<file path="src/rtl/ifu_pkg.sv">
// Shared definitions for the instruction-fetch front end and its decode consumer.
package ifu_pkg;

    localparam int XLEN = 32;

    localparam logic [31:0] EBREAK_INSN = 32'h00100073;
    localparam logic [4:0]  OP5_JAL     = 5'b11011;

    // One buffered fetch: the instruction word together with the PC it came from.
    typedef struct packed {
        logic [XLEN-1:0] pc;
        logic [XLEN-1:0] instr;
    } fetch_entry_t;

    // JAL J-type immediate, sign-extended to 32 bits (also used by decode).
    function automatic logic signed [31:0] imm_j(input logic [31:0] insn);
        return {{11{insn[31]}}, insn[31], insn[19:12], insn[20], insn[30:21], 1'b0};
    endfunction

endpackage

</file>
<file path="src/rtl/ifu_prefetch_if.sv">
// Bundle of the fetch unit's memory port, redirect input and decode handshake.
// master = fetch unit, slave = memory/decode environment.
interface ifu_prefetch_if #(
    parameter int WIDTH = 32
) ();
    logic             imem_req_valid;
    logic             imem_req_ready;
    logic [WIDTH-1:0] imem_req_addr;
    logic             imem_rsp_valid;
    logic [WIDTH-1:0] imem_rsp_data;
    logic             redirect_valid;
    logic [WIDTH-1:0] redirect_pc;
    logic             instr_valid;
    logic             instr_ready;
    logic [WIDTH-1:0] instr;
    logic [WIDTH-1:0] instr_pc;
    logic             ebreak_seen;

    modport master (
        output imem_req_valid, imem_req_addr, instr_valid, instr, instr_pc, ebreak_seen,
        input  imem_req_ready, imem_rsp_valid, imem_rsp_data, redirect_valid, redirect_pc,
               instr_ready
    );

    modport slave (
        input  imem_req_valid, imem_req_addr, instr_valid, instr, instr_pc, ebreak_seen,
        output imem_req_ready, imem_rsp_valid, imem_rsp_data, redirect_valid, redirect_pc,
               instr_ready
    );
endinterface

</file>
<file path="src/rtl/ifu_fifo.sv">
// Parametrised synchronous FIFO with flush and a combinational head read.
// The writer guarantees no push into a full FIFO unless a pop happens in the
// same cycle; flush wins over push and pop.
module ifu_fifo #(
    parameter  int DW    = 64,
    parameter  int DEPTH = 4,
    localparam int PW    = (DEPTH > 1) ? $clog2(DEPTH) : 1,
    localparam int CW    = $clog2(DEPTH + 1)
) (
    input  logic          clk,
    input  logic          rst,
    input  logic          flush,
    input  logic          push,
    input  logic [DW-1:0] push_data,
    input  logic          pop,
    output logic [DW-1:0] head_data,
    output logic [CW-1:0] count
);

    logic [DW-1:0] mem_q [DEPTH];
    logic [PW-1:0] rd_ptr_q, rd_ptr_d;
    logic [PW-1:0] wr_ptr_q, wr_ptr_d;
    logic [CW-1:0] count_q, count_d;

    // Pointers wrap at DEPTH (naturally a power-of-two wrap for the default sizes).
    function automatic logic [PW-1:0] ptr_inc(input logic [PW-1:0] p);
        return (p == PW'(DEPTH - 1)) ? '0 : p + 1'b1;
    endfunction

    // Next pointer/occupancy; flush empties the queue.
    always_comb begin
        rd_ptr_d = rd_ptr_q;
        wr_ptr_d = wr_ptr_q;
        count_d  = count_q;
        if (flush) begin
            rd_ptr_d = '0;
            wr_ptr_d = '0;
            count_d  = '0;
        end else begin
            if (push) wr_ptr_d = ptr_inc(wr_ptr_q);
            if (pop)  rd_ptr_d = ptr_inc(rd_ptr_q);
            count_d = count_q + CW'(push) - CW'(pop);
        end
    end

    // Pointer and count registers.
    always_ff @(posedge clk or posedge rst) begin
        if (rst) begin
            rd_ptr_q <= '0;
            wr_ptr_q <= '0;
            count_q  <= '0;
        end else begin
            rd_ptr_q <= rd_ptr_d;
            wr_ptr_q <= wr_ptr_d;
            count_q  <= count_d;
        end
    end

    // Storage array; contents need no reset since count gates their use.
    always_ff @(posedge clk) begin
        if (push && !flush) mem_q[wr_ptr_q] <= push_data;
    end

    assign head_data = mem_q[rd_ptr_q];
    assign count     = count_q;

endmodule

</file>
<file path="src/rtl/ifu_prefetch.sv">
// Sequential instruction prefetcher: pipelined request/response memory port,
// in-order prefetch FIFO toward decode, flush on redirect with stale-response discard.
// Optional macro IFU_JAL_PREDICT_EN: follow JAL targets internally without a FIFO flush.
module ifu_prefetch
    import ifu_pkg::*;
#(
    parameter int               WIDTH           = 32,
    parameter int               DEPTH           = 4,
    parameter int               MAX_OUTSTANDING = 2,
    parameter logic [WIDTH-1:0] RESET_PC        = 32'h8000_0000
) (
    input  logic          clk,
    input  logic          rst,
    ifu_prefetch_if.master bus
);

    localparam int CW  = $clog2(DEPTH + 1);
    localparam int OW  = CW + 1;
    localparam int TCW = $clog2(MAX_OUTSTANDING + 1);

    logic [WIDTH-1:0] fetch_pc_q, fetch_pc_d;
    logic [CW-1:0]    inflight_q, inflight_d;
    logic [CW-1:0]    discard_q,  discard_d;

    logic [CW-1:0]        count;
    logic [TCW-1:0]       tag_count;
    logic [WIDTH-1:0]     tag_head;
    logic [2*WIDTH-1:0]   head_entry;
    logic [OW-1:0]        occupancy;

    logic req_fire;
    logic rsp_accept;
    logic rsp_enq;
    logic instr_pop;
    logic jal_take;

    // Slots already claimed: buffered entries plus responses that will be kept.
    assign occupancy  = OW'(count) + OW'(inflight_q) - OW'(discard_q);

    assign bus.imem_req_valid = !rst && !bus.redirect_valid
                                && (inflight_q < CW'(MAX_OUTSTANDING))
                                && (occupancy < OW'(DEPTH));
    assign bus.imem_req_addr  = fetch_pc_q;

    assign req_fire   = bus.imem_req_valid && bus.imem_req_ready;
    // Responses with nothing outstanding are ignored entirely.
    assign rsp_accept = bus.imem_rsp_valid && (inflight_q != '0);
    assign rsp_enq    = rsp_accept && !bus.redirect_valid && (discard_q == '0);

    assign bus.instr_valid = (count != '0) && !bus.redirect_valid;
    assign bus.instr_pc    = head_entry[2*WIDTH-1:WIDTH];
    assign bus.instr       = head_entry[WIDTH-1:0];
    assign bus.ebreak_seen = bus.instr_valid && (bus.instr == WIDTH'(EBREAK_INSN));
    assign instr_pop       = bus.instr_valid && bus.instr_ready;

`ifdef IFU_JAL_PREDICT_EN
    assign jal_take = rsp_enq && (bus.imem_rsp_data[6:2] == OP5_JAL);
`else
    assign jal_take = 1'b0;
`endif

    // Next fetch PC, in-flight and discard counts; external redirect has final say.
    always_comb begin
        fetch_pc_d = req_fire ? fetch_pc_q + WIDTH'(4) : fetch_pc_q;
        inflight_d = inflight_q + CW'(req_fire) - CW'(rsp_accept);
        discard_d  = (rsp_accept && discard_q != '0) ? discard_q - 1'b1 : discard_q;
        if (jal_take) begin
            // Everything still outstanding (including a request fired this cycle) is wrong-path.
            fetch_pc_d = (tag_head + WIDTH'(imm_j(bus.imem_rsp_data[31:0]))) & ~WIDTH'(3);
            discard_d  = inflight_d;
        end
        if (bus.redirect_valid) begin
            fetch_pc_d = bus.redirect_pc & ~WIDTH'(3);
            discard_d  = inflight_d;
        end
    end

    // Fetch state registers.
    always_ff @(posedge clk or posedge rst) begin
        if (rst) begin
            fetch_pc_q <= RESET_PC;
            inflight_q <= '0;
            discard_q  <= '0;
        end else begin
            fetch_pc_q <= fetch_pc_d;
            inflight_q <= inflight_d;
            discard_q  <= discard_d;
        end
    end

    // PC tags of outstanding requests; responses return in order, so the head matches.
    ifu_fifo #(
        .DW    (WIDTH),
        .DEPTH (MAX_OUTSTANDING)
    ) u_tag_q (
        .clk       (clk),
        .rst       (rst),
        .flush     (1'b0),
        .push      (req_fire),
        .push_data (fetch_pc_q),
        .pop       (rsp_accept),
        .head_data (tag_head),
        .count     (tag_count)
    );

    // Instruction buffer toward decode, flushed on redirect.
    ifu_fifo #(
        .DW    (2 * WIDTH),
        .DEPTH (DEPTH)
    ) u_instr_q (
        .clk       (clk),
        .rst       (rst),
        .flush     (bus.redirect_valid),
        .push      (rsp_enq),
        .push_data ({tag_head, bus.imem_rsp_data}),
        .pop       (instr_pop),
        .head_data (head_entry),
        .count     (count)
    );

    // Simulation checks: no unsolicited responses, tag queue tracks in-flight count.
    always_ff @(posedge clk) begin
        if (!rst) begin
            assert (!(bus.imem_rsp_valid && inflight_q == '0));
            assert (CW'(tag_count) == inflight_q);
        end
    end

endmodule

</file>
<file path="src/flat_wrapper.sv">
// flat-port wrapper written by rule: the top's interface ports become plain ports
module ifu_prefetch_flat import ifu_pkg::*;
#(
    parameter int               WIDTH           = 32,
    parameter int               DEPTH           = 4,
    parameter int               MAX_OUTSTANDING = 2,
    parameter logic [WIDTH-1:0] RESET_PC        = 32'h8000_0000
)
  (clk, rst, bus_imem_req_valid, bus_imem_req_addr, bus_instr_valid, bus_instr, bus_instr_pc, bus_ebreak_seen, bus_imem_req_ready, bus_imem_rsp_valid, bus_imem_rsp_data, bus_redirect_valid, bus_redirect_pc, bus_instr_ready);
  ifu_prefetch_if #(.WIDTH(WIDTH)) bus_i ();
  input  logic clk;
  input  logic rst;
  output wire logic [$bits(bus_i.imem_req_valid)-1:0] bus_imem_req_valid;
  output wire logic [$bits(bus_i.imem_req_addr)-1:0] bus_imem_req_addr;
  output wire logic [$bits(bus_i.instr_valid)-1:0] bus_instr_valid;
  output wire logic [$bits(bus_i.instr)-1:0] bus_instr;
  output wire logic [$bits(bus_i.instr_pc)-1:0] bus_instr_pc;
  output wire logic [$bits(bus_i.ebreak_seen)-1:0] bus_ebreak_seen;
  input wire logic [$bits(bus_i.imem_req_ready)-1:0] bus_imem_req_ready;
  input wire logic [$bits(bus_i.imem_rsp_valid)-1:0] bus_imem_rsp_valid;
  input wire logic [$bits(bus_i.imem_rsp_data)-1:0] bus_imem_rsp_data;
  input wire logic [$bits(bus_i.redirect_valid)-1:0] bus_redirect_valid;
  input wire logic [$bits(bus_i.redirect_pc)-1:0] bus_redirect_pc;
  input wire logic [$bits(bus_i.instr_ready)-1:0] bus_instr_ready;
  assign bus_imem_req_valid = bus_i.imem_req_valid;
  assign bus_imem_req_addr = bus_i.imem_req_addr;
  assign bus_instr_valid = bus_i.instr_valid;
  assign bus_instr = bus_i.instr;
  assign bus_instr_pc = bus_i.instr_pc;
  assign bus_ebreak_seen = bus_i.ebreak_seen;
  assign bus_i.imem_req_ready = bus_imem_req_ready;
  assign bus_i.imem_rsp_valid = bus_imem_rsp_valid;
  assign bus_i.imem_rsp_data = bus_imem_rsp_data;
  assign bus_i.redirect_valid = bus_redirect_valid;
  assign bus_i.redirect_pc = bus_redirect_pc;
  assign bus_i.instr_ready = bus_instr_ready;
  ifu_prefetch #(.WIDTH(WIDTH), .DEPTH(DEPTH), .MAX_OUTSTANDING(MAX_OUTSTANDING), .RESET_PC(RESET_PC)) u_core (.clk(clk), .rst(rst), .bus(bus_i));
endmodule
</file>
<file path="config.mk">
export PLATFORM = sky130hd
export DESIGN_NAME = ifu_prefetch_flat
export DESIGN_NICKNAME = d
export VERILOG_FILES = /design/src/rtl/ifu_pkg.sv /design/src/rtl/ifu_prefetch_if.sv /design/src/rtl/ifu_fifo.sv /design/src/rtl/ifu_prefetch.sv /design/src/flat_wrapper.sv
export SDC_FILE = /design/constraint.sdc
export NUM_CORES = 1
export LEC_CHECK = 0
export BUFFER_PORTS_ARGS = -buffer_cell sky130_fd_sc_hd__buf_2
export CORE_ASPECT_RATIO = 0.5
export CORE_MARGIN = 2
export CORE_UTILIZATION = 55
export DETAILED_ROUTE_END_ITERATION = 16
export PLACE_DENSITY = 0.76
export SYNTH_ARGS = -nofsm -noshare
export SYNTH_HDL_FRONTEND = slang
export SYNTH_SLANG_ARGS = --single-unit
</file>
<file path="constraint.sdc">
create_clock -name clk -period 6.5 [get_ports clk]
set_input_delay 1.3 -clock clk [delete_from_list [all_inputs] [get_ports clk]]
set_output_delay 1.3 -clock clk [all_outputs]
set_load 0.02 [all_outputs]
</file>
==> metrics <==
Sequential Power Share=46.4%; path type of the worst setup path=flip-flop to output pin; Total GRT Usage=a little over a fifth; achievable frequency=217 MHz; Yosys warnings=0; global route overflow=0; Int Pwr=between 4000 and 5000 uW; final critical-path share of the clock period=70.9%; CP Launch Type=flip-flop; final setup violation count=0; post-route minimum period=4.61 ns; flops & latches, synth=~350; sw frac=between 20 and 30%; Site Rows=41; EDFF count, synth=roughly 310; power per cell area=372 nW/um2; Max transition margin=a little under an eighth; combinational share of power=about 23%; Worst Max-Slew Pin Slew=~1.3 ns; Seq/Total Area, Yosys=74.0%; gpl congestion=about 0.8; CTS H-Tree Depth=1; Layout fillers=about 1,700; die footprint=around 27,000 um2; RSZ-0062 raised after global routing=false; Syn Area/Cell=approximately 19 um2; Core ar.=25,100 um2; Synth cell types=50; Max Cap Viol=0; Post-CTS Resized=0; area share of the largest cell type after synthesis=between 60 and 70%; dominant synthesized flop cell=edfxtp_1; final antenna-violating net count=0; area delta synth->final=15.6%; routed len/inst=between 20 and 25 um; critical path required time=roughly 5.2 ns; clk_lat worst skew=roughly 0.55 ns; Pleak=0.00561 uW; final hold viol count=0; number of global-route vias before repair=~7,600; TritonCTS clock tree=done; DR vias=~7,400; fraction of layout cells with a size suffix above 1=approximately 35%; async set-or-reset flop fraction in the synthesized netlist=~13%; Via density=about 5.8; top cells by count, synth=308 x edfxtp_1, 62 x mux4_2, 44 x dfrtp_1; Reg clk slew, reported paths=~0.06 ns; total power=6030 uW; synth top area cells=edfxtp_1 66%, mux4_2 10%, dfrtp_1 7.9%, mux2_2 2.6%, ha_1 1.4%; Initial DRC Count=between 600 and 700; share of total power in the clock network=between 30 and 40%; initial antenna violation count=1; Mapped Cells=~740; Synth Cell Area=approximately 14,000 um2; count leader, synth=edfxtp_1; maximum buffer depth of the clock tree=3; Num CTS Buffers=30; DRT Wirelength=~28,000 um; PortBufs=162; Remaining DRCs=0; CP arrival=about 3.3 ns; Starting Density=between 50% and 60%; VDD IR-drop max=~0.2 mV; largest area contributor in the netlist=edfxtp_1; Die Span X=between 200 and 250 um; final setup TNS=0 ns; nets=about 1,000; maximum fanout along the worst path=31; IO Pins=169; dpl hpwl=between 15,000 and 20,000 um; die height=around 120 um; wire length of the first global-routing pass=approximately 43,000 um; Clock Root Buffer=clkbuf_16; status=finished, final reports clean; CTS Hold Bufs=0; final max-slew violation count=0; NetSw=around 1700 uW; 1st-pass router iterations=5; Hold Crit Class=flip-flop to flip-flop; Final Skew=around 0.0096 ns; Crit. End Element=output pin; Clock Sinks=353; Setup Buffers After CTS=0; largest net degree at the start of global routing=between 60 and 70
-- registers in the layout, indices dropped and copies added, names as in the netlist, 2 cells and up --
signal                     count
u_core.bus.imem_req_addr      30
u_core.discard_q               3
u_core.inflight_q              3
u_core.u_instr_q.count         3
u_core.u_instr_q.mem_q       248
u_core.u_instr_q.rd_ptr_q      2
u_core.u_instr_q.wr_ptr_q      2
u_core.u_tag_q.mem_q          60
-- power by group through the flow --
stage                     sequential (uW)  combinational [uW]  clock [uW]
after floorplan                      2770                1060           0
after global placement               2840                1350           0
after detailed placement             2850                1380           0
after CTS                            2800                1390        1890
after global routing                 2820                1490        1980
final                                2800                1370        1860
-- metrics by stage --
| step | hold slack [ns] | std cells | setup slack (ns) | instance area [um2] | util (%) |
|---|---|---|---|---|---|
| floorplan | 0.505 | 740 | 2.25 | 14000 | - |
| global placement | 0.515 | 1219 | 2.43 | 15200 | 60.4 |
| detailed placement | 0.530 | 1219 | 2.33 | 15200 | 60.4 |
| CTS | 0.539 | 1275 | 1.79 | 16200 | 64.5 |
| global route | 0.568 | 1276 | 1.66 | 16200 | 64.5 |
| finish | 0.541 | 1276 | 1.89 | 16200 | 64.5 |
-- worst max-delay path, stage by stage, from the launching register on --
cell,delay (ns)
dfrtp_4,0.86
buf_4,0.47
mux4_2,0.57
nor3_1,0.21
nand4_1,0.19
nor3_1,0.23
buf_2,0.20
-- layout make-up --
cell class,instances,area [um2],area share (%)
flip-flops and latches,353,10400,64.0
multi-input cells,326,3400,21.0
repair buffers,172,886,5.46
clock buffers,37,798,4.92
well taps,344,430,2.65
clock inverters,19,230,1.42
inverters,24,90.1,0.555
diodes,1,2.50,0.0154
-- logic make-up (layout without fill, tap and decap cells) --
kind of cell / after synthesis / in the layout / synth area share (%)
flip-flops: 353 / 353 / 74.0
AO/OA/AOI/OAI: 70 / 70 / 3.35
multiplexers: 96 / 96 / 12.7
XOR/XNOR: 23 / 23 / 1.44
adder cells (fa/ha/maj): 20 / 20 / 2.00
AND/OR/NAND/NOR: 113 / 113 / 4.57
other: 1 / 5 / 0.0267
buffers and inverters: 61 / 252 / 1.95
-- layout by cell type (no fill, tap or decap), drive strengths merged, types with 9 or more instances in the layout --
cell type and n:
nand3 10, mux2 32, o21ai 26, dfrtp 44, and2 9, o2111ai 11, xor2 12, buf 172
ha 16, nand2 29, edfxtp 308, clkbuf 37, clkinv 12, nor2 19, xnor2 11, a31oi 10
inv 25, mux4 62
-- final timing paths --
| path | start | to | slack [ns] | cells after the start |
|---|---|---|---|---|
| setup reg to reg | u_core.u_instr_q.count[1]$_DFF_PP0_ | u_core.u_tag_q.mem_q[0][11]$_DFFE_PP_ | 2.75 | 10 |
| max in group asynchronous | rst | u_core.u_instr_q.rd_ptr_q[0]$_DFFE_PP0P_ | 4.98 | 3 |
| min in group asynchronous | rst | u_core.inflight_q[1]$_DFF_PP0_ | 0.73 | 2 |
| hold / removal | u_core.bus.imem_req_addr[31]$_DFFE_PP1P_ | u_core.bus.imem_req_addr[31]$_DFFE_PP1P_ | 0.54 | 2 |
| setup / recovery | u_core.u_instr_q.rd_ptr_q[0]$_DFFE_PP0P_ | bus_ebreak_seen | 1.89 | 6 |
| hold reg to reg | u_core.bus.imem_req_addr[31]$_DFFE_PP1P_ | u_core.bus.imem_req_addr[31]$_DFFE_PP1P_ | 0.54 | 2 |
-- layer usage --
metal,track usage [%],share of wire (%),vias up
li1,-,-,3291
met1,29.4,43,3794
met2,36.1,49,237
met3,3.10,4.9,55
met4,7.44,3.0,0
met5,0,0,-
No activity file was read; power rests on OpenSTA's default activity.
